<file path="config.mk">
export PLATFORM = sky130hd
export DESIGN_NAME = apb_master_bridge_flat
export DESIGN_NICKNAME = d
export VERILOG_FILES = /design/src/rtl/apb_master_bridge_if.sv /design/src/rtl/apb_master_bridge.sv /design/src/flat_wrapper.sv
export SDC_FILE = /design/constraint.sdc
export NUM_CORES = 1
export LEC_CHECK = 0
export ABC_CLOCK_PERIOD_IN_PS = 5700
export CELL_PAD_IN_SITES_DETAIL_PLACEMENT = 0
export CELL_PAD_IN_SITES_GLOBAL_PLACEMENT = 1
export CORE_UTILIZATION = 32
export CTS_BUF_LIST = sky130_fd_sc_hd__clkbuf_16
export CTS_CLUSTER_SIZE = 12
export DETAILED_ROUTE_END_ITERATION = 10
export PLACE_DENSITY_LB_ADDON = 0.1
export SLEW_MARGIN = 20
export SYNTH_ARGS = -nofsm -noshare
export SYNTH_HDL_FRONTEND = slang
export SYNTH_SLANG_ARGS = --single-unit
</file>
<file path="constraint.sdc">
create_clock -name PCLK -period 5.7 [get_ports PCLK]
set_input_delay 0.855 -clock PCLK [delete_from_list [all_inputs] [get_ports PCLK]]
set_output_delay 0.855 -clock PCLK [all_outputs]
set_load 0.05 [all_outputs]
</file>
<file path="src/rtl/apb_master_bridge_if.sv">
`default_nettype none
// ============================================================================
// Module      : apb_master_bridge_if
// Description : Command/response stream and APB bus bundle for the bridge.
// Revision    : 1.0 - initial release
// ============================================================================
interface apb_master_bridge_if #(
    parameter int ADDR_WIDTH = 32,
    parameter int DATA_WIDTH = 32
);
    logic                  cmd_valid;
    logic                  cmd_ready;
    logic                  cmd_write;
    logic [ADDR_WIDTH-1:0] cmd_addr;
    logic [DATA_WIDTH-1:0] cmd_wdata;

    logic                  rsp_valid;
    logic                  rsp_ready;
    logic                  rsp_write;
    logic [DATA_WIDTH-1:0] rsp_rdata;
    logic                  rsp_err;

    logic                  PSEL;
    logic                  PENABLE;
    logic [ADDR_WIDTH-1:0] PADDR;
    logic                  PWRITE;
    logic [DATA_WIDTH-1:0] PWDATA;
    logic [DATA_WIDTH-1:0] PRDATA;
    logic                  PREADY;

    // Bridge view
    modport master (
        input  cmd_valid, cmd_write, cmd_addr, cmd_wdata, rsp_ready, PRDATA, PREADY,
        output cmd_ready, rsp_valid, rsp_write, rsp_rdata, rsp_err,
        output PSEL, PENABLE, PADDR, PWRITE, PWDATA
    );

    // Requester plus APB slave view
    modport slave (
        output cmd_valid, cmd_write, cmd_addr, cmd_wdata, rsp_ready, PRDATA, PREADY,
        input  cmd_ready, rsp_valid, rsp_write, rsp_rdata, rsp_err,
        input  PSEL, PENABLE, PADDR, PWRITE, PWDATA
    );
endinterface
`default_nettype wire

</file>
<file path="src/rtl/apb_master_bridge.sv">
`default_nettype none
// ============================================================================
// Module      : apb_master_bridge
// Description : Valid/ready command stream to single APB3 transfers, with
//               address-range rejection and PREADY wait timeout.
// Revision    : 1.0 - initial release
// ============================================================================
module apb_master_bridge #(
    parameter int ADDR_WIDTH     = 32,
    parameter int DATA_WIDTH     = 32,
    parameter int ADDR_LIMIT     = 32,
    parameter int TIMEOUT_CYCLES = 16,
    parameter int CNT_WIDTH      = 8
) (
    input  wire logic         PCLK,
    input  wire logic         PRESET,
    apb_master_bridge_if.master bus
);
    localparam logic [1:0] c_IDLE   = 2'd0;
    localparam logic [1:0] c_SETUP  = 2'd1;
    localparam logic [1:0] c_ACCESS = 2'd2;
    localparam logic [1:0] c_RESP   = 2'd3;

    localparam logic [ADDR_WIDTH-1:0] c_ADDR_LIMIT = ADDR_WIDTH'(ADDR_LIMIT);
    localparam logic [CNT_WIDTH-1:0]  c_TIMEOUT    = CNT_WIDTH'(TIMEOUT_CYCLES);
    localparam logic [CNT_WIDTH-1:0]  c_CNT_MAX    = '1;

    logic [1:0]            r_state;
    logic [CNT_WIDTH-1:0]  r_cnt;
    logic                  r_psel;
    logic                  r_penable;
    logic [ADDR_WIDTH-1:0] r_paddr;
    logic                  r_pwrite;
    logic [DATA_WIDTH-1:0] r_pwdata;
    logic                  r_rsp_valid;
    logic                  r_rsp_write;
    logic [DATA_WIDTH-1:0] r_rsp_rdata;
    logic                  r_rsp_err;

    logic                  w_cmd_ready;
    logic                  w_addr_ok;
    logic [CNT_WIDTH-1:0]  w_cnt_inc;
    logic                  w_timeout;

    assign w_cmd_ready = (r_state == c_IDLE) & PRESET;
    assign w_addr_ok   = (bus.cmd_addr < c_ADDR_LIMIT);
    assign w_cnt_inc   = (r_cnt == c_CNT_MAX) ? r_cnt : r_cnt + 1'b1;
    // Abort on the edge whose increment would bring the wait count to the limit
    assign w_timeout   = (TIMEOUT_CYCLES != 0) && (w_cnt_inc >= c_TIMEOUT);

    always_ff @(posedge PCLK or negedge PRESET) begin
        if (!PRESET) begin
            r_state     <= c_IDLE;
            r_cnt       <= '0;
            r_psel      <= 1'b0;
            r_penable   <= 1'b0;
            r_paddr     <= '0;
            r_pwrite    <= 1'b0;
            r_pwdata    <= '0;
            r_rsp_valid <= 1'b0;
            r_rsp_write <= 1'b0;
            r_rsp_rdata <= '0;
            r_rsp_err   <= 1'b0;
        end else begin
            case (r_state)
                c_IDLE: begin
                    if (bus.cmd_valid && w_cmd_ready) begin
                        r_rsp_write <= bus.cmd_write;
                        if (w_addr_ok) begin
                            r_paddr  <= bus.cmd_addr;
                            r_pwrite <= bus.cmd_write;
                            r_pwdata <= bus.cmd_wdata;
                            r_psel   <= 1'b1;
                            r_cnt    <= '0;
                            r_state  <= c_SETUP;
                        end else begin
                            r_rsp_valid <= 1'b1;
                            r_rsp_err   <= 1'b1;
                            r_rsp_rdata <= '0;
                            r_state     <= c_RESP;
                        end
                    end
                end
                c_SETUP: begin
                    r_penable <= 1'b1;
                    r_state   <= c_ACCESS;
                end
                c_ACCESS: begin
                    if (bus.PREADY) begin
                        r_psel      <= 1'b0;
                        r_penable   <= 1'b0;
                        r_rsp_valid <= 1'b1;
                        r_rsp_err   <= 1'b0;
                        r_rsp_rdata <= r_pwrite ? '0 : bus.PRDATA;
                        r_state     <= c_RESP;
                    end else if (w_timeout) begin
                        r_psel      <= 1'b0;
                        r_penable   <= 1'b0;
                        r_rsp_valid <= 1'b1;
                        r_rsp_err   <= 1'b1;
                        r_rsp_rdata <= '0;
                        r_cnt       <= w_cnt_inc;
                        r_state     <= c_RESP;
                    end else begin
                        r_cnt <= w_cnt_inc;
                    end
                end
                c_RESP: begin
                    if (bus.rsp_ready) begin
                        r_rsp_valid <= 1'b0;
                        r_state     <= c_IDLE;
                    end
                end
                default: begin
                    r_state <= c_IDLE;
                end
            endcase
        end
    end

    assign bus.cmd_ready = w_cmd_ready;
    assign bus.rsp_valid = r_rsp_valid;
    assign bus.rsp_write = r_rsp_write;
    assign bus.rsp_rdata = r_rsp_rdata;
    assign bus.rsp_err   = r_rsp_err;
    assign bus.PSEL      = r_psel;
    assign bus.PENABLE   = r_penable;
    assign bus.PADDR     = r_paddr;
    assign bus.PWRITE    = r_pwrite;
    assign bus.PWDATA    = r_pwdata;
endmodule
`default_nettype wire

</file>
<file path="src/flat_wrapper.sv">
// flat-port wrapper written by rule: the top's interface ports become plain ports
module apb_master_bridge_flat 
#(
    parameter int ADDR_WIDTH     = 32,
    parameter int DATA_WIDTH     = 32,
    parameter int ADDR_LIMIT     = 32,
    parameter int TIMEOUT_CYCLES = 16,
    parameter int CNT_WIDTH      = 8
)
  (PCLK, PRESET, bus_cmd_valid, bus_cmd_write, bus_cmd_addr, bus_cmd_wdata, bus_rsp_ready, bus_PRDATA, bus_PREADY, bus_cmd_ready, bus_rsp_valid, bus_rsp_write, bus_rsp_rdata, bus_rsp_err, bus_PSEL, bus_PENABLE, bus_PADDR, bus_PWRITE, bus_PWDATA);
  apb_master_bridge_if #(.ADDR_WIDTH(ADDR_WIDTH), .DATA_WIDTH(DATA_WIDTH)) bus_i ();
  input  wire logic PCLK;
  input  wire logic PRESET;
  input wire logic [$bits(bus_i.cmd_valid)-1:0] bus_cmd_valid;
  input wire logic [$bits(bus_i.cmd_write)-1:0] bus_cmd_write;
  input wire logic [$bits(bus_i.cmd_addr)-1:0] bus_cmd_addr;
  input wire logic [$bits(bus_i.cmd_wdata)-1:0] bus_cmd_wdata;
  input wire logic [$bits(bus_i.rsp_ready)-1:0] bus_rsp_ready;
  input wire logic [$bits(bus_i.PRDATA)-1:0] bus_PRDATA;
  input wire logic [$bits(bus_i.PREADY)-1:0] bus_PREADY;
  output wire logic [$bits(bus_i.cmd_ready)-1:0] bus_cmd_ready;
  output wire logic [$bits(bus_i.rsp_valid)-1:0] bus_rsp_valid;
  output wire logic [$bits(bus_i.rsp_write)-1:0] bus_rsp_write;
  output wire logic [$bits(bus_i.rsp_rdata)-1:0] bus_rsp_rdata;
  output wire logic [$bits(bus_i.rsp_err)-1:0] bus_rsp_err;
  output wire logic [$bits(bus_i.PSEL)-1:0] bus_PSEL;
  output wire logic [$bits(bus_i.PENABLE)-1:0] bus_PENABLE;
  output wire logic [$bits(bus_i.PADDR)-1:0] bus_PADDR;
  output wire logic [$bits(bus_i.PWRITE)-1:0] bus_PWRITE;
  output wire logic [$bits(bus_i.PWDATA)-1:0] bus_PWDATA;
  assign bus_i.cmd_valid = bus_cmd_valid;
  assign bus_i.cmd_write = bus_cmd_write;
  assign bus_i.cmd_addr = bus_cmd_addr;
  assign bus_i.cmd_wdata = bus_cmd_wdata;
  assign bus_i.rsp_ready = bus_rsp_ready;
  assign bus_i.PRDATA = bus_PRDATA;
  assign bus_i.PREADY = bus_PREADY;
  assign bus_cmd_ready = bus_i.cmd_ready;
  assign bus_rsp_valid = bus_i.rsp_valid;
  assign bus_rsp_write = bus_i.rsp_write;
  assign bus_rsp_rdata = bus_i.rsp_rdata;
  assign bus_rsp_err = bus_i.rsp_err;
  assign bus_PSEL = bus_i.PSEL;
  assign bus_PENABLE = bus_i.PENABLE;
  assign bus_PADDR = bus_i.PADDR;
  assign bus_PWRITE = bus_i.PWRITE;
  assign bus_PWDATA = bus_i.PWDATA;
  apb_master_bridge #(.ADDR_WIDTH(ADDR_WIDTH), .DATA_WIDTH(DATA_WIDTH), .ADDR_LIMIT(ADDR_LIMIT), .TIMEOUT_CYCLES(TIMEOUT_CYCLES), .CNT_WIDTH(CNT_WIDTH)) u_core (.PCLK(PCLK), .PRESET(PRESET), .bus(bus_i));
endmodule
</file>
==> results of run 1 <==
==> worst reg2reg max path, stage by stage, from the launching register on <==
cell,delay (ps)
dfrtp_1,400
inv_1,120
ha_1,660
nand2b_1,200
nor4b_1,290
mux2_4,260
a22oi_4,90
buf_4,320
mux2_4,380
==> per-layer routing <==
metal / wire length [um] / up-vias
met3: 1080 / 13
met4: 191 / 0
li1: - / 1949
met2: 5936 / 140
met1: 5685 / 1888
met5: 0 / -
==> final cells by class <==
| cell class | instances | area share [%] |
|---|---|---|
| Clock inverter | 7 | 0.7510 |
| Tap cell | 184 | 3.140 |
| Multi-Input combinational cell | 308 | 24.05 |
| Clock buffer | 9 | 3.072 |
| Inverter | 40 | 2.048 |
| Sequential cell | 112 | 38.23 |
| Timing Repair Buffer | 210 | 28.71 |
==> worst min path at each step <==
stage	endpoint	cells after the start
4_1_cts	u_core.bus.PADDR[28]$_DFFE_PN0P_	1
6_report	u_core.bus.PADDR[28]$_DFFE_PN0P_	1
2_1_floorplan	u_core.r_state[1]$_DFFE_PN0P_	1
3_3_place_gp	u_core.bus.PWDATA[22]$_DFFE_PN0P_	2
3_5_place_dp	u_core.bus.PWDATA[10]$_DFFE_PN0P_	2
5_1_grt	u_core.bus.PADDR[24]$_DFFE_PN0P_	1
==> power by group <==
part	switching [uW]	internal, uW
Combinational	848	496
Clock	305	302
Sequential	94.6	941
==> state kept, by name, summed over array words and instances (netlist names) <==
signal                cells
u_core.r_state            2
u_core.bus.PWRITE         1
u_core.bus.PSEL           1
u_core.bus.rsp_err        1
u_core.bus.rsp_rdata     32
u_core.bus.rsp_valid      1
u_core.bus.PWDATA        32
u_core.bus.PENABLE        1
u_core.bus.PADDR         32
u_core.r_cnt              8
u_core.bus.rsp_write      1
==> cell families after synthesis <==
logic type	count (synthesis)	share of synthesized area, %
AND/OR/NAND/NOR	236	22.10
adder cells (fa/ha/maj)	6	1.546
AO/OA/AOI/OAI	29	4.611
flip-flops	112	57.70
multiplexers	37	7.857
buffers and inverters	62	6.182
==> synth_stat cells, drive strengths merged <==
library cell  count  area (sq um)
a21oi             5         25.02
nand4             2         12.51
and3              3         28.78
nor3              3         15.01
inv              40         150.1
a2bb2oi           1         8.760
a22oi             3         36.28
nand2           160         603.1
o31ai             1         7.510
nor4              6         37.54
a21boi            1         7.510
nand3            14         75.07
or3               2         12.51
o311ai            2         17.52
and4              1         8.760
a31oi             2         12.51
a41oi             1         16.27
clkbuf           11         41.29
dfrtp           112          2803
or3b              1         8.760
nor2b             1         6.260
a211oi            1         7.510
o22ai             3         18.77
buf              11         108.9
nor4b             1         8.760
mux2              3         41.29
nand3b            3         22.52
nor2              6         22.52
nand2b            3         18.77
a221oi            1         15.01
nand4b            2         17.52
o21ai             5         28.78
and2             28         175.2
o211ai            3         22.52
mux2i            34         340.3
ha                6         75.07
==> layout by cell type, fill, tap and decap left out, types with 3 or more instances in the layout <==
cell type / count
o211ai_1: 3
clkinvlp_4: 3
inv_1: 39
nand2_1: 159
ha_1: 6
o22ai_1: 3
nand3b_1: 3
nand2b_1: 3
nor4_1: 6
buf_4: 6
nand3_1: 13
and2_1: 28
mux2i_1: 34
dfrtp_1: 112
nor2_1: 5
a21oi_1: 5
clkdlybuf4s50_1: 203
clkbuf_16: 9
==> through the flow <==
stage	util [%]	total power [uW]	worst slack (ps)
after floorplan	-	1994	3367
final	49.87	2986	2554
after global routing	49.87	3165	2432
after CTS	49.69	3030	2508
after global placement	47.78	2383	2330
after detailed placement	47.78	2402	2267
==> key figures, run 1 <==
Worst setup path
  • Top delay family on crit path: buffers and inverters
  • Worst setup path class: in2out
  • Setup crit end: bus_cmd_ready
  • Register-to-register setup slack: 2870 ps
  • CP endpoint kind: output pin
  • CP Depth: 3
  • Worst-path fanout max: 42
  • Buffers & Inverters on Critical Path: 2
  • Critical Path Start Type: input port
  • Critical path origin: PRESET
  • WP data required: 4850 ps
  • Max stage delay on crit path: 790 ps
  • R2r startpoint: u_core.r_state[0]$_DFFE_PN0P_
  • Critical Path AT: 2290 ps
  • Critical R2R Capture: u_core.bus.rsp_err$_DFFE_PN0P_
  • Reg2reg path depth: 8
  • Crit path max-delay cell type: clkdlybuf4s50_1
  • Crit path cell chain: buf_4 -> and2_1 -> clkdlybuf4s50_1

Floorplanning
  • Core footprint: 14700 sq um
  • Die H: 125.2 um
  • # rows: 44
  • Die area: 15680 sq um
  • DIE WIDTH: 125.2 um
  • Starting density of the core: 33.04%
  • I/O pins: 205

Place
  • Post-DP Area: 7023 sq um
  • Post-placement cell count: 853
  • DP HPWL: 9001 um
  • GPL Wtd Cong: 0.7361
  • Port bufs: 204

Drt
  • Post-DRT Antenna Nets: 0
  • DRT Pass-1 Iters: 7
  • Final wirelength: 12890 um
  • # DRC: 32
  • Iter 0 DRT Violations: 225
  • Routed wire per std cell: 14.82 um
  • Via density per instance: 4.586
  • Via count: 3990

Layout
  • Post-layout nets: 789
  • Final Non-Filler Cells: 870
  • Antenna cells: 0
  • Area grow syn2layout: 50.93%
  • Area occupied by multi-input gates: 1763 sq um
  • Reg area: 2803 sq um
  • Share of layout cells above drive strength 1: 5.248%
  • Fill cells: 1354
  • Post-Layout Inst Area: 7331 sq um

Timing
  • Final min period: 3146 ps
  • Final Hold Vio Count: 0
  • Fin. max-slew vios: 0
  • RSZ-0062 raised after global routing: no
  • Worst-Margin Slew: 747.4 ps
  • Clk_skew: 7.981 ps
  • Fmax achieved: 317.9 MHz
  • Setup TNS: 0 ps
  • Slew headroom: 50.18%
  • # setup viols final: 0
  • Hold WS: 471.3 ps
  • Tcrit/Tclk final: 55.19%

Synth
  • Syn Nets: 590
  • Count of cell types in the netlist: 47
  • Mapped Cells: 482
  • #FFs+latches synth: 112
  • Synth Area per Inst: 10.08 sq um
  • Mapped Area: 4857 sq um
  • Sequential area share after synthesis: 57.70%
  • Syn. warnings: 0

Power and ir drop
  • Leak: 0.003296 uW
  • Pwr dens: 407.3 nW/um^2
  • Max IR drop VDD: 0.1721 mV

Global route
  • Initial antenna violation count: 0
  • Vias in the first global route: 4147
  • First-pass GRT wire length: 21480 um
  • Met2 usage: 27.57%
  • GRT Residual Overflow: 0
  • Global-route usage over all layers: 17.23%
  • Gr busiest metal: met2
  • Pin count of the biggest net entering global routing: 75
  • Global Route met3 Usage: 5.605%
  • Met1 Resource Use GR: 22.11%

Job
  • Max Cap Viol: 0

Hold path
  • Hold Path Class: in2async

Clocking
  • CTS tree: yes
  • H-tree levels: 3
  • Hold Buf Count CTS: 0
  • Clock Latency Late Sink: 350 ps
  • Cts bufs inserted: 9
  • Post-CTS setup buffers: 0
  • Sink Count: 112
  • Post-CTS resize count: 0
  • Worst-path clk slew: 80 ps
  • Clk root buf: clkbuf_16
  • CTS Buffer Depth: 2

Status
  • Failing checks: design-rule violations
  • Run status: finished with violations
Note: power is estimated with default switching activity, not from simulation.
==> run 2: changes to the inputs <==
--- a/config.mk
+++ b/config.mk
@@ -5,10 +5,10 @@
 export SDC_FILE = /design/constraint.sdc
 export NUM_CORES = 1
 export LEC_CHECK = 0
-export ABC_CLOCK_PERIOD_IN_PS = 5700
+export ABC_CLOCK_PERIOD_IN_PS = 3100
 export CELL_PAD_IN_SITES_DETAIL_PLACEMENT = 0
 export CELL_PAD_IN_SITES_GLOBAL_PLACEMENT = 1
-export CORE_UTILIZATION = 32
+export CORE_UTILIZATION = 31
 export CTS_BUF_LIST = sky130_fd_sc_hd__clkbuf_16
 export CTS_CLUSTER_SIZE = 12
 export DETAILED_ROUTE_END_ITERATION = 10
==> constraint.sdc (replaced) <==
create_clock -name PCLK -period 3.1 [get_ports PCLK]
set_input_delay 0.465 -clock PCLK [delete_from_list [all_inputs] [get_ports PCLK]]
set_output_delay 0.465 -clock PCLK [all_outputs]
set_load 0.05 [all_outputs]
==> run 2 against run 1 <==
The flow now finishes without violations. Clock power is 110% higher. Global-route usage is 0.10 points lower. Sequential power is 83% higher. Cell count is 3.8% higher. Via count is 0.73% higher. Combinational power is 87% higher. Largest cell class unchanged.
==> key figures, run 2 (synthesis results as in run 1) <==
Worst setup path
  • CP endpoint kind: flop
  • Reg2reg path depth: 6
  • Critical R2R Capture: u_core.bus.PADDR[23]$_DFFE_PN0P_
  • Critical Path Start Type: flop
  • Worst setup path class: reg2reg
  • R2r startpoint: u_core.r_state[0]$_DFFE_PN0P_
  • WP data required: 3350 ps
  • Critical Path AT: 2680 ps
  • Register-to-register setup slack: 670 ps
  • Worst-path fanout max: 37

Clocking
  • CTS Buffer Depth: 2
  • Post-CTS resize count: 0
  • Clk root buf: clkbuf_16
  • Sink Count: 112
  • Hold Buf Count CTS: 1
  • Worst-path clk slew: 80 ps
  • Cts bufs inserted: 9
  • Post-CTS setup buffers: 0
  • CTS tree: yes
  • Clock Latency Late Sink: 350 ps
  • H-tree levels: 3

Global route
  • Initial antenna violation count: 0
  • GRT Residual Overflow: 0
  • First-pass GRT wire length: 21270 um
  • Vias in the first global route: 4115
  • Pin count of the biggest net entering global routing: 66
  • Global-route usage over all layers: 17.13%

Floorplanning
  • Die area: 16170 sq um
  • # rows: 45
  • Core footprint: 15260 sq um
  • Starting density of the core: 31.83%
  • I/O pins: 205
  • DIE WIDTH: 127.2 um
  • Die H: 127.2 um

Drt
  • Routed wire per std cell: 14.59 um
  • Final wirelength: 13170 um
  • Via density per instance: 4.451
  • Post-DRT Antenna Nets: 0
  • Iter 0 DRT Violations: 177
  • Via count: 4019
  • DRT Pass-1 Iters: 4
  • # DRC: 0

Hold path
  • Hold Path Class: reg2reg
  • Hold Path Depth: 2
  • Worst min-delay path startpoint: u_core.bus.PWDATA[17]$_DFFE_PN0P_
  • Hold worst-path end: u_core.bus.PWDATA[17]$_DFFE_PN0P_

Layout
  • Fill cells: 1432
  • Post-layout nets: 795
  • Share of layout cells above drive strength 1: 6.214%
  • Commonest non-fill, non-tap cell in the layout: clkdlybuf4s50_1
  • Final Non-Filler Cells: 903
  • Most frequent cells in the layout: clkdlybuf4s50_1, nand2_1, dfrtp_1
  • Area occupied by multi-input gates: 1763 sq um
  • Post-Layout Inst Area: 7457 sq um
  • Antenna cells: 0
  • Area grow syn2layout: 53.53%
  • Reg area: 2803 sq um

Timing
  • # setup viols final: 0
  • Clk_skew: 11.76 ps
  • Worst-Margin Slew: 844.7 ps
  • Fin. max-slew vios: 0
  • Final Hold Vio Count: 0
  • RSZ-0062 raised after global routing: no
  • Final min period: 2428 ps
  • Hold WS: 479.5 ps
  • Slew headroom: 43.69%
  • Setup TNS: 0 ps
  • Fmax achieved: 411.9 MHz
  • Tcrit/Tclk final: 78.31%

Power and ir drop
  • Max IR drop VDD: 0.3081 mV
  • Int Power: 3314 uW
  • Leak: 0.003358 uW
  • Switching share of power: 41.38%
  • Psw: 2340 uW
  • Combinational power share: 44.2%
  • Clock share of power: 22.1%
  • Flop pwr share: 33.7%
  • Pwr dens: 758.2 nW/um^2

Status
  • Run status: finished clean

Place
  • Port bufs: 204
  • Post-DP Area: 7124 sq um
  • GPL Wtd Cong: 0.7821
  • Post-placement cell count: 886
  • DP HPWL: 9513 um

Job
  • Max Cap Viol: 0
==> run 2: per-stage QoR <==
step	total power, uW	worst slack, ps	util, %
floorplan	3666	959.9	-
global placement	4417	424.3	46.69
detailed placement	4458	382.9	46.69
CTS	5731	649.0	48.87
global route	5964	528.6	48.87
finish	5654	672.3	48.87
==> run 2: how the worst max path moves through the flow <==
stage	slack (ps)	depth (start not counted)	startpoint	end
final	670	6	u_core.r_state[0]$_DFFE_PN0P_	u_core.bus.PADDR[23]$_DFFE_PN0P_
after global routing	530	6	u_core.r_state[0]$_DFFE_PN0P_	u_core.bus.PADDR[19]$_DFFE_PN0P_
after CTS	650	6	u_core.r_state[0]$_DFFE_PN0P_	u_core.bus.PADDR[12]$_DFFE_PN0P_
after detailed placement	380	6	bus_cmd_addr[29]	u_core.bus.PADDR[12]$_DFFE_PN0P_
after global placement	420	6	bus_cmd_addr[15]	u_core.bus.PADDR[16]$_DFFE_PN0P_
after floorplan	960	6	u_core.r_cnt[0]$_DFFE_PN0P_	u_core.bus.rsp_err$_DFFE_PN0P_
==> run 2: power groups by stage <==
stage,clock network [uW],logic [uW],registers [uW]
finish,1250,2500,1900
global route,1360,2660,1940
CTS,1290,2530,1900
detailed placement,0,2530,1930
global placement,0,2500,1920
floorplan,0,960,2710
==> run 2: final cells by class <==
cell class | count | area share (%)
Inverter | 40 | 2.013
Clock inverter | 7 | 1.309
Tap cell | 211 | 3.540
Timing Repair Buffer | 216 | 28.89
Clock buffer | 9 | 3.020
Multi-Input combinational cell | 308 | 23.64
Sequential cell | 112 | 37.58
==> run 2: critical path, stage by stage (launching register included) <==
cell     delay [ps]
dfrtp_1         410
inv_1           130
ha_1            360
nand3_1         220
or3_2           680
buf_4           300
and2_1          210
==> run 2: routing by layer <==
layer  vias to the layer above  GRT usage (%)  wire length (um)
li1                       1961              -                 -
met3                        17          6.407              1170
met2                       155          27.18              5956
met5                         -              0                 0
met4                         0          6.443               229
met1                      1886          21.26              5817
==> RTL edit 1, RTL diff (flow settings as in run 2) <==
Make the reset (`PRESET`) synchronous in one clocked block.
--- a/src/rtl/apb_master_bridge.sv
+++ b/src/rtl/apb_master_bridge.sv
@@ -49,5 +49,5 @@
     assign w_timeout   = (TIMEOUT_CYCLES != 0) && (w_cnt_inc >= c_TIMEOUT);
 
-    always_ff @(posedge PCLK or negedge PRESET) begin
+    always_ff @(posedge PCLK) begin
         if (!PRESET) begin
             r_state     <= c_IDLE;
Formal check against the unedited RTL: differs if PRESET is asserted again (counterexample within 4 cycles, from zero or initial values and one cycle with PRESET low); with PRESET held inactive, the same outputs for 4 cycles.
==> RTL edit 1 against run 2 <==
  * Fmax down 14%
  * Clock skew down 4.6 ps
  * Sequential share of layout area down 5.3 points
  * Cell area down 6.8%
  * Synthesized area down 9.1%
  * Routed wire length down 6.7%
  * Sequential cell count unchanged
  * Setup slack worse by 400 ps
Power is not compared: it rests on default switching activity, and its combinational part moved more than twofold at a synthesized area within 25%.
==> RTL edit 1: results (changes against run 2) <==
Layout
  • Share of layout cells above drive strength 1: 0.05255 (was 0.06214)
  • Layout fillers: 1,318 (was 1,432)
  • Final Net Count: 788 (was 795)

Setup path
  • Crit path max fanout: 21 (was 37)
  • Arr. time, crit path: 3110 ps (was 2680 ps)
  • Cell family with most CP delay: simple AND/OR/NAND/NOR gates (unchanged)
  • CP max stage cell: nor3_4 (was or3_2)
  • CP max stage delay: 680 ps (about the same)

CTS
  • Post-CTS Setup Inserts: 0 (unchanged)
  • Clock root cell: clkbuf_16 (unchanged)

Synthesis
  • Sequential area share after synthesis: 0.5076 (was 0.5770)
  • Synth top area cells: dfxtp_1, nand2_1, mux2i_1 (was dfrtp_1, nand2_1, mux2i_1)
  • Synth Net Count: 595 (was 590)
  • Commonest cells post-synth: nand2_1, dfxtp_1, a21boi_1, mux2i_1, and3_1 (was nand2_1, dfrtp_1, inv_1, mux2i_1, and2_1)
  • Ys Warns: 0 (unchanged)
  • Synth cell types: 43 (was 47)
  • Post-synth ARST share: 0 (was 1.000)

Placement
  • Routability cong.: 0.7827 (was 0.7821)
  • Dpl cell area: 6613 um^2 (was 7124 um^2)
  • Post-DP HPWL: 8.535 mm (was 9.513 mm)

Run status
  • Status: finished clean (unchanged)

Timing
  • Clock Skew: 7.140 ps (was 11.76 ps)
  • Relative slew slack: 0.3297 (was 0.4369)

Routing
  • DR iter-0 viols: 150 (was 177)
  • Via-per-instance ratio: 4.610 (was 4.451)
  • DR WL/cell: 14.19 um (was 14.59 um)

Global routing
  • Largest net degree at the start of global routing: 115 (was 66)
  • GRT Resource Usage Total: 0.1648 (was 0.1713)
  • Initial antenna violation count: 1 (was 0)
  • Vias in the first global route: 3,808 (was 4,115)
  • First-pass GRT wire length: 18.86 mm (was 21.27 mm)

Power and ir drop
  • Leakage: between 2 and 3 nW
[RTL edit 1: changes by cell type in the layout (fill, tap and decap cells not counted), moves of 6 or more]
cell	before	now
a21boi_1	0	39
dfxtp_1	0	112
and3_1	1	28
inv_1	39	6
and2_1	28	1
xor2_1	0	6
dfrtp_1	112	0
[RTL edit 1: area by class of cell]
class,count,area share
timing repair buffer,213,0.3048
clock inverter,7,0.01531
tap,180,0.03242
sequential,112,0.3228
clock buffer,9,0.03242
multi-input combinational,338,0.2887
antenna,1,0.0003602
inverter,6,0.003242
[RTL edit 1: per-layer routing]
layer  vias to the layer above  track usage  part of all wire
met3                        13      0.05827             0.095
met4                         0      0.06481             0.014
met5                         -            0                 0
met2                       145       0.2649              0.45
met1                      1815       0.1995              0.44
li1                       2019            -                 -
[RTL edit 1: through the flow]
stage	hold slack (ps)	instances	setup slack [ps]	utilization
floorplan	453.1	487	958.1	-
global placement	440.5	849	290.9	0.4764
detailed placement	445.5	849	242.5	0.4764
CTS	458.8	865	220.5	0.5003
global route	467.9	865	21.35	0.5003
finish	453.3	866	276.5	0.5005
[RTL edit 1: final timing paths]
path,start,cells past startpoint,to,slack [ps]
hold reg to reg,u_core.bus.PWDATA[13],2,u_core.bus.PWDATA[13],450
setup / recovery,u_core.r_cnt[0],8,u_core.bus.rsp_rdata[2],280
hold / removal,u_core.bus.PWDATA[13],2,u_core.bus.PWDATA[13],450
setup reg to reg,u_core.r_cnt[0],8,u_core.bus.rsp_rdata[2],280
[RTL edit 1: tightest hold or removal path, cell delays in order (launching register included)]
cell and delay (ps):
dfxtp_1 310, nand2_1 50, a21boi_1 50
[RTL edit 1: logic make-up (layout without fill, tap and decap cells)]
| logic type | Yosys count | count (layout) | synth area share |
|---|---|---|---|
| simple gates | 229 | 229 | 0.2394 |
| flops | 112 | 112 | 0.5076 |
| compound gates | 63 | 63 | 0.1062 |
| buf+inv | 37 | 235 | 0.04079 |
| mux | 34 | 34 | 0.07705 |
| fa+ha+maj | 6 | 6 | 0.01700 |
| xor+xnor | 6 | 6 | 0.01190 |
| other cells | 0 | 1 | 0 |
[RTL edit 1: power by group through the flow]
stage	combinational [W]	clock, W	sequential, W
finish	0.00122	0.00128	0.00156
global route	0.00131	0.00140	0.00157
CTS	0.00124	0.00133	0.00156
detailed placement	0.00123	0	0.00159
global placement	0.00121	0	0.00159
floorplan	0.000767	0	0.00174
==> RTL edit 2, RTL diff (settings of run 2) <==
Made on the original files. `CNT_WIDTH` is set to 8 in 2 places; all go to 12.
--- a/src/rtl/apb_master_bridge.sv
+++ b/src/rtl/apb_master_bridge.sv
@@ -11,5 +11,5 @@
     parameter int ADDR_LIMIT     = 32,
     parameter int TIMEOUT_CYCLES = 16,
-    parameter int CNT_WIDTH      = 8
+    parameter int CNT_WIDTH      = 12
 ) (
     input  wire logic         PCLK,
--- a/src/flat_wrapper.sv
+++ b/src/flat_wrapper.sv
@@ -6,5 +6,5 @@
     parameter int ADDR_LIMIT     = 32,
     parameter int TIMEOUT_CYCLES = 16,
-    parameter int CNT_WIDTH      = 8
+    parameter int CNT_WIDTH      = 12
 )
   (PCLK, PRESET, bus_cmd_valid, bus_cmd_write, bus_cmd_addr, bus_cmd_wdata, bus_rsp_ready, bus_PRDATA, bus_PREADY, bus_cmd_ready, bus_rsp_valid, bus_rsp_write, bus_rsp_rdata, bus_rsp_err, bus_PSEL, bus_PENABLE, bus_PADDR, bus_PWRITE, bus_PWDATA);
Formal check against the unedited RTL: no difference found for any inputs over 4 cycles, from zero or initial values and one cycle with PRESET low; that may be too few to reach the edited logic, so the function may still have changed.
==> RTL edit 2 against run 2 <==
  * Total power rose by 8.6%
  * Setup slack got worse by 400 ps
  * Cell area rose by 5.7%
  * Synthesized area rose by 2.1%
  * Routed wire length rose by 3.9%
  * Combinational power fell by 11%
  * Sequential cell count rose by 4
  * Critical endpoint is now u_core.bus.PENABLE
  * Highest routed layer unchanged
==> RTL edit 2: results (changes against run 2) <==
CTS
  • H-tree Lvls: 4 (was 3)
  • Clk_lat worst skew: 410 ps (was 350 ps)

Setup path
  • Reg2Reg Setup Slack: 270 ps (was 670 ps)
  • CP max stage delay: 660 ps (was 680 ps)
  • Arr. time, crit path: 3120 ps (was 2680 ps)
  • Crit path max fanout: 7 (was 37)
  • CP max stage cell: or4_1 (was or3_2)

Global routing
  • GRT Resource Usage Total: 0.1765 (was 0.1713)
  • Largest net degree at the start of global routing: 75 (was 66)
  • Vias in the first global route: 4,292 (was 4,115)
  • First-pass GRT wire length: 22.20 mm (was 21.27 mm)

Power and ir drop
  • Leakage: 3.762 nW (was 3.358 nW)
  • Switching share of power: 0.3638 (was 0.4138)

Placement
  • Post-DP HPWL: 9.756 mm (was 9.513 mm)
  • Dpl cell area: 7267 um^2 (was 7124 um^2)
  • Routability cong.: 0.8160 (was 0.7821)
  • IO buf count: 204 (unchanged)

Layout
  • Share of layout cells above drive strength 1: 0.1324 (was 0.06214)
  • Layout fillers: 1,407 (was 1,432)
  • Final Net Count: 752 (was 795)

Worst hold path
  • Min-delay worst type: in -> async (was reg -> reg)

Timing
  • Final period utilization: 0.9127 (was 0.7831)
  • Hold_ws: 145.8 ps (was 479.5 ps)
  • Clock Skew: 8.615 ps (was 11.76 ps)
  • Worst-Margin Slew: 938.5 ps (was 844.7 ps)

Synthesis
  • Commonest cells post-synth: dfrtp_1, nand2_1, nor2_1, mux2_2, a21o_1 (was nand2_1, dfrtp_1, inv_1, mux2i_1, and2_1)
  • Synth top area cells: dfrtp_1, mux2_2, a21o_1 (was dfrtp_1, nand2_1, mux2i_1)
  • Synth Net Count: 541 (was 590)
  • Synth cell types: 43 (was 47)

Routing
  • Vias: 4,037 (was 4,019)
  • DR iter-0 viols: 223 (was 177)
  • Final wirelength: 13.69 mm (was 13.17 mm)

Run status
  • Status: finished clean (unchanged)
## RTL edit 2: final timing paths
check | end | start | depth (start not counted)
max reg2reg | u_core.bus.PENABLE | u_core.r_cnt[0] | 7
min | u_core.bus.PWDATA[21] | PRESET | 2
max | u_core.bus.PENABLE | u_core.r_cnt[0] | 7
min reg2reg | u_core.bus.rsp_rdata[8] | u_core.bus.rsp_rdata[8] | 1
max in group asynchronous | u_core.bus.PADDR[26] | PRESET | 3
min in group PCLK | u_core.bus.rsp_rdata[8] | u_core.bus.rsp_rdata[8] | 1
## RTL edit 2: layout make-up
type | instances | area, um^2 | share of cell area
clock buffer | 17 | 425.4 | 0.05397
sequential | 116 | 2903 | 0.3683
timing repair buffer | 216 | 2167 | 0.2749
tap | 211 | 264.0 | 0.03349
clock inverter | 15 | 190.2 | 0.02413
inverter | 6 | 22.52 | 0.002857
multi-input combinational | 287 | 1911 | 0.2424
## RTL edit 2: power groups by stage
stage / logic (W) / clock network [W] / registers, W
3_3_place_gp: 0.00222 / 0 / 0.00191
2_1_floorplan: 0.000850 / 0 / 0.00250
4_1_cts: 0.00225 / 0.00209 / 0.00189
6_report: 0.00222 / 0.00203 / 0.00189
3_5_place_dp: 0.00224 / 0 / 0.00192
5_1_grt: 0.00238 / 0.00215 / 0.00192
## RTL edit 2: cells by family (layout without fill, tap and decap cells)
kind of cell	Yosys count	after routing	share of synthesized area
multiplexers	46	46	0.1037
flip-flops	116	116	0.5854
adder cells (fa/ha/maj)	6	6	0.01514
AO/OA/AOI/OAI	78	78	0.1148
buffers and inverters	30	254	0.03078
XOR/XNOR	4	4	0.007067
AND/OR/NAND/NOR	153	153	0.1431
## RTL edit 2: metal layers
metal	part of all wire	global-route usage
met5	0	0
met4	0.0086	0.05675
met3	0.080	0.07942
met2	0.50	0.2913
met1	0.41	0.2046
## RTL edit 2: stage by stage
step	std cells	total power, W
finish	868	0.006142
global route	868	0.006457
CTS	868	0.006227
detailed placement	836	0.004157
global placement	836	0.004126
floorplan	433	0.003350
